`src/rtl/fp_quad_sum_sequencer.sv`:
```
// fp_quad_sum_sequencer
// Sequential front end for the combinational 4-operand float adder.
// The block collects stream words into groups of four and holds each group
// stable on the adder operand ports for one cycle. It then registers the
// adder result and hands it downstream over a valid/ready handshake.
//
// Ports:
//   clk, reset             rising-edge clock, synchronous active-high reset
//   in_valid/in_ready      upstream word handshake (in_ready depends on state only)
//   in_data, in_last       operand word; in_last closes a partial group
//   op_a..op_d             registered operands driven to adder a..d
//   sum_hexres             adder result, combinational from op_a..op_d
//   out_valid/out_ready    result handshake (out_valid is registered)
//   out_data               captured sum_hexres
//   out_count              number of real operands in the group (1..4)
//   out_last               group was closed by in_last
module fp_quad_sum_sequencer #(
  parameter logic [31:0] PAD_WORD = 32'h0000_0000
) (
  input  logic        clk,
  input  logic        reset,
  input  logic        in_valid,
  output logic        in_ready,
  input  logic [31:0] in_data,
  input  logic        in_last,
  output logic [31:0] op_a,
  output logic [31:0] op_b,
  output logic [31:0] op_c,
  output logic [31:0] op_d,
  input  logic [31:0] sum_hexres,
  output logic        out_valid,
  input  logic        out_ready,
  output logic [31:0] out_data,
  output logic [2:0]  out_count,
  output logic        out_last
);

  typedef enum logic [1:0] {FILL, LAUNCH, HOLD} state_t;

  state_t            state, state_nxt;
  logic [3:0][31:0]  slot;   // slot[0] feeds op_a ... slot[3] feeds op_d
  logic [1:0]        idx;
  logic [2:0]        count;
  logic              last;
  logic              accept;
  logic              close_grp;

  // in_ready is a pure function of state, so there is no in_valid->in_ready path
  assign in_ready  = (state == FILL);
  assign accept    = in_valid && in_ready;
  // slot 3 always launches, so idx never has to wrap inside a group
  assign close_grp = accept && ((idx == 2'd3) || in_last);

  assign op_a = slot[0];
  assign op_b = slot[1];
  assign op_c = slot[2];
  assign op_d = slot[3];

  always_ff @(posedge clk) begin
    if (reset) state <= FILL;
    else       state <= state_nxt;
  end

  always_comb begin
    state_nxt = state;
    case (state)
      FILL:    if (close_grp) state_nxt = LAUNCH;
      LAUNCH:  state_nxt = HOLD;
      HOLD:    if (out_ready) state_nxt = FILL;
      default: state_nxt = FILL;
    endcase
  end

  always_ff @(posedge clk) begin
    if (reset) begin
      slot      <= {4{PAD_WORD}};
      idx       <= 2'd0;
      count     <= 3'd0;
      last      <= 1'b0;
      out_valid <= 1'b0;
      out_data  <= 32'd0;
      out_count <= 3'd0;
      out_last  <= 1'b0;
    end else begin
      case (state)
        FILL: begin
          if (accept) begin
            slot[idx] <= in_data;
            idx       <= idx + 2'd1;
          end
          if (close_grp) begin
            count <= {1'b0, idx} + 3'd1;
            last  <= in_last;
          end
        end
        LAUNCH: begin
          // operands have been stable since the closing accept edge
          out_data  <= sum_hexres;
          out_count <= count;
          out_last  <= last;
          out_valid <= 1'b1;
        end
        HOLD: begin
          // out_data/count/last stay as captured; only the operands are cleared
          if (out_ready) begin
            out_valid <= 1'b0;
            slot      <= {4{PAD_WORD}};
            idx       <= 2'd0;
          end
        end
        default: ;
      endcase
    end
  end

endmodule

```
`config.mk`:
```
export PLATFORM = sky130hd
export DESIGN_NAME = fp_quad_sum_sequencer
export DESIGN_NICKNAME = d
export VERILOG_FILES = /design/src/rtl/fp_quad_sum_sequencer.sv
export SDC_FILE = /design/constraint.sdc
export NUM_CORES = 1
export LEC_CHECK = 0
export ABC_AREA = 1
export CAP_MARGIN = 10
export CORE_ASPECT_RATIO = 0.6
export CORE_MARGIN = 10
export CORE_UTILIZATION = 40
export CTS_CLUSTER_DIAMETER = 40
export DETAILED_ROUTE_END_ITERATION = 6
export GPL_TIMING_DRIVEN = 0
export PLACE_DENSITY = 0.82
export SYNTH_ARGS = -nofsm -noshare
export SYNTH_HDL_FRONTEND = slang
export SYNTH_SLANG_ARGS = --single-unit
```
`constraint.sdc`:
```
create_clock -name clk -period 1.3 [get_ports clk]
set_input_delay 0.13 -clock clk [delete_from_list [all_inputs] [get_ports clk]]
set_output_delay 0.13 -clock clk [all_outputs]
set_load 0.01 [all_outputs]
```
==> run_results.csv <==
group,metric,value,unit
run_status,status,"finished with violations",
run_status,violations,"negative setup slack",
placement,place_area,0.009071,sq mm
global_routing,grt_max_degree,17,
synth,synth.most_common_cell,"nand2_1",
synth,ys_warn_count,0,
global_routing,track_usage,22.02,%
synth,synthAdderAreaFrac,0.7721,%
synth,ys_dominant_reg_cell,"dfxtp_1",
clock_network,clock-sinks,173,
setup_path,crit_arrival,1.70,ns
worst_hold_path,hold_class,"input pin to flop",
floorplan,design.core.area,0.01563,sq mm
setup_path,path_max_fanout,10,
synth,muxShareOfSynthArea,0,%
detailed_routing,drt-wirelength-per-cell,19.26,um
finish,finalInstanceArea,0.01098,sq mm
synth,syn_avg_cell_area,7.717,sq um
placement,dp_hpwl,17660,um
power_and_ir_drop,ir_drop,684.2,uV
detailed_routing,via_per_inst,5.042,
worst_hold_path,min-delay-start,"sum_hexres[2]",
timing,final-max-slew-violation-count,0,
floorplan,rows,35,
timing,rsz0062_at_grt,"true",
finish,fin_util,70.24,%
flow_run,maxCapViolCount,0,
setup_path,rr_startpoint,"state[1]",
clock_network,cts_tree,"done",
timing,fmax,696.1,MHz
setup_path,critPathLaunchType,"flop",
detailed_routing,via_count,6731,
synth,synth_top_area_cell,"dfxtp_1",
setup_path,reg2reg_depth,8,
floorplan,die_area,0.02187,sq mm
global_routing,grt_pass1_vias,6459,
synth,ys_top_cells_by_area,"dfxtp_1, nand2_1, a21oi_1",
detailed_routing,first_pass_iters,5,
synth,yosysTopAreaCellShare,53.43,%
finish,area_growth,69.39,%
synth,syn_inst,840,
timing,finalCriticalPeriod,1.437,ns
synth,ys_ff_latch,173,
power_and_ir_drop,power-per-cell-area,1171,mW/mm^2
global_routing,antenna_found_initial,0,
finish,drive_gt1_share,27.47,%
setup_path,required,1.57,ns
synth,postSynth.asyncResetShare,0,%
setup_path,slowest_stage,"dfxtp_4",
clock_network,hold_buffers,0,
setup_path,critPathKind,"flop to flop",
floorplan,pin_count,235,
power_and_ir_drop,total_power,12.86,mW
synth,synth_commonest_cells,"nand2_1, dfxtp_1, a21oi_1, nor2_1, inv_1",
setup_path,worst-r2r-setup-slack,-0.14,ns
synth,synth_edf_count,0,
clock_network,cts_buffer_depth,2,
timing,setup_ws,-0.1366,ns
synth,synth_top_family_by_area,"simple AND/OR/NAND/NOR gates",
floorplan,die_x,184.4,um
setup_path,crit_top_cell,"nand2_8",
timing,tightestPinTransition,0.8720,ns
setup_path,path_cells,"nor2_4 -> nand2_8 -> nand2_8 -> buf_12 -> nand2_8 -> buf_6 -> nand2_1 -> a21oi_1",
floorplan,die_height,118.6,um
placement,io_buffers,233,
worst_hold_path,hold_end,"out_data[2]",
synth,synth_nets,913,
detailed_routing,drt_iter0_markers,466,
timing,max_slew_margin,41.87,%
global_routing,grt-ovfl-total,0,
timing,clock_skew,0.01729,ns
clock_network,cts_max_level,4,
synth,synth_simple_gate_area_share,24.55,%
detailed_routing,drcViolationCount,0,
worst_hold_path,hold_path_depth,3,
clock_network,clkLatencyLatePin,0.43,ns
setup_path,cpPeakStageDelay,0.37,ns
setup_path,cp-end-kind,"flop",
timing,hold_slack,0.2812,ns
synth,synth_area,0.006482,sq mm
finish,fillCellCount,1246,
synth,synthXorXnorAreaFrac,0,%
placement,gp_congestion,0.8357,
finish,n_antenna_cell,0,
detailed_routing,totalWireLength,25720,um
global_routing,grt_pass1_wl,38070,um
timing,layout_worst_path_cycle_share,110.5,%
clock_network,cts-root-buf,"clkbuf_16",
synth,ys_seq_area_share,53.43,%
clock_network,cts_made_buffers,17,
setup_path,r2r_end,"op_b[8]",
synth,synth-compound-area-share,13.40,%
finish,fin_nets,1192,
floorplan,start_util,41.46,%
clock_network,clk_pin_slew,0.08,ns
timing,setup-violations-final,155,
synth,synth.distinct_cells,19,
timing,hold_viol,0,
power_and_ir_drop,p_leak,4.889,nW
detailed_routing,antenna_left,0,
-- kinds of logic (layout without fill, tap and decap cells) --
family                   after synthesis  count (layout)
AO/OA/AOI/OAI                        173             173
adder cells (fa/ha/maj)                4               4
buffers and inverters                100             391
flip-flops                           173             173
AND/OR/NAND/NOR                      390             391
-- cell type report --
cell class	instances	area, sq um	area share, %
Multi-Input combinational cell	568	3566	32.48
Buffer	51	412.9	3.760
Clock buffer	20	436.7	3.977
Timing Repair Buffer	265	2550	23.22
Inverter	43	181.4	1.652
Clock inverter	12	106.4	0.9686
Sequential cell	173	3473	31.63
Tap cell	203	254.0	2.313
-- how the worst max path moves through the flow --
| stage | startpoint | endpoint | slack (ns) | cells past startpoint |
|---|---|---|---|---|
| 2_1_floorplan | idx[0] | op_a[10] | -0.002 | 9 |
| 3_3_place_gp | idx[1] | op_d[23] | -0.38 | 5 |
| 3_5_place_dp | idx[1] | op_d[3] | -0.43 | 5 |
| 4_1_cts | state[1] | op_c[6] | -0.18 | 8 |
| 5_1_grt | state[0] | op_b[8] | -0.20 | 8 |
| 6_report | state[1] | op_b[8] | -0.14 | 8 |
-- repair_timing --
item,4_1_cts,5_1_grt
gates resized for setup,373,148
buffers inserted,26,5
setup endpoints to repair,327,167
pin swaps,40,38
hold endpoints to repair,0,0
gates cloned,9,0
-- where the power goes --
part	leakage, nW	internal, mW	total (mW)	switching [mW]
Clock	0.255	2.50	4.80	2.30
Combinational	3.23	1.05	2.39	1.34
Sequential	1.41	5.52	5.67	0.154
Total	4.89	9.07	12.9	3.79
-- critical path, delay by kind of cell, from the launching register on --
family | cells | cell delay, ns
flops | 1 | 0.37
compound gates | 1 | 0.07
buf+inv | 2 | 0.27
simple gates | 5 | 0.57
-- per-layer routing --
metal  wire (um)  part of all wire [%]  vias up  track usage [%]
met5           0                     0        -                0
met4         198                  0.77        0            4.944
met3        2332                   9.1       16            7.892
met2       11890                    46      207            33.18
met1       11290                    44     3301            29.32
li1            -                     -     3207                -
-- per-stage QoR --
stage	TNS (ns)	setup slack [ns]	std cells
after floorplan	-0.1075	-0.001850	840
after global placement	-35.33	-0.3774	1276
after detailed placement	-38.62	-0.4292	1276
after CTS	-11.33	-0.1801	1340
after global routing	-20.14	-0.2034	1335
final	-9.201	-0.1366	1335
-- layout by cell type, fill, tap and decap left out, types with 5 or more instances in the layout --
master / netlist / final
nor2_1: 82 / 76
a21oi_1: 134 / 65
dfxtp_1: 173 / 169
inv_1: 42 / 34
clkbuf_1: 30 / 19
buf_6: 15 / 17
clkbuf_16: 0 / 17
clkinv_4: 0 / 5
clkdlybuf4s50_1: 0 / 67
clkbuf_2: 0 / 9
nor2_4: 1 / 34
buf_4: 4 / 15
o21ai_1: 6 / 7
nand2_2: 0 / 28
o21ai_0: 32 / 31
inv_4: 0 / 5
buf_12: 0 / 13
nand2_8: 0 / 6
a21oi_2: 0 / 69
dlygate4sd2_1: 0 / 165
buf_8: 0 / 5
nand2_1: 270 / 186
nand2_4: 6 / 57
-- flip-flops by register name, summed over array words and instances (netlist names), 3 cells and up --
name       count
op_b          32
count          3
out_data      32
out_count      3
op_d          32
op_a          32
op_c          32
No activity file was read; power rests on OpenSTA's default activity.
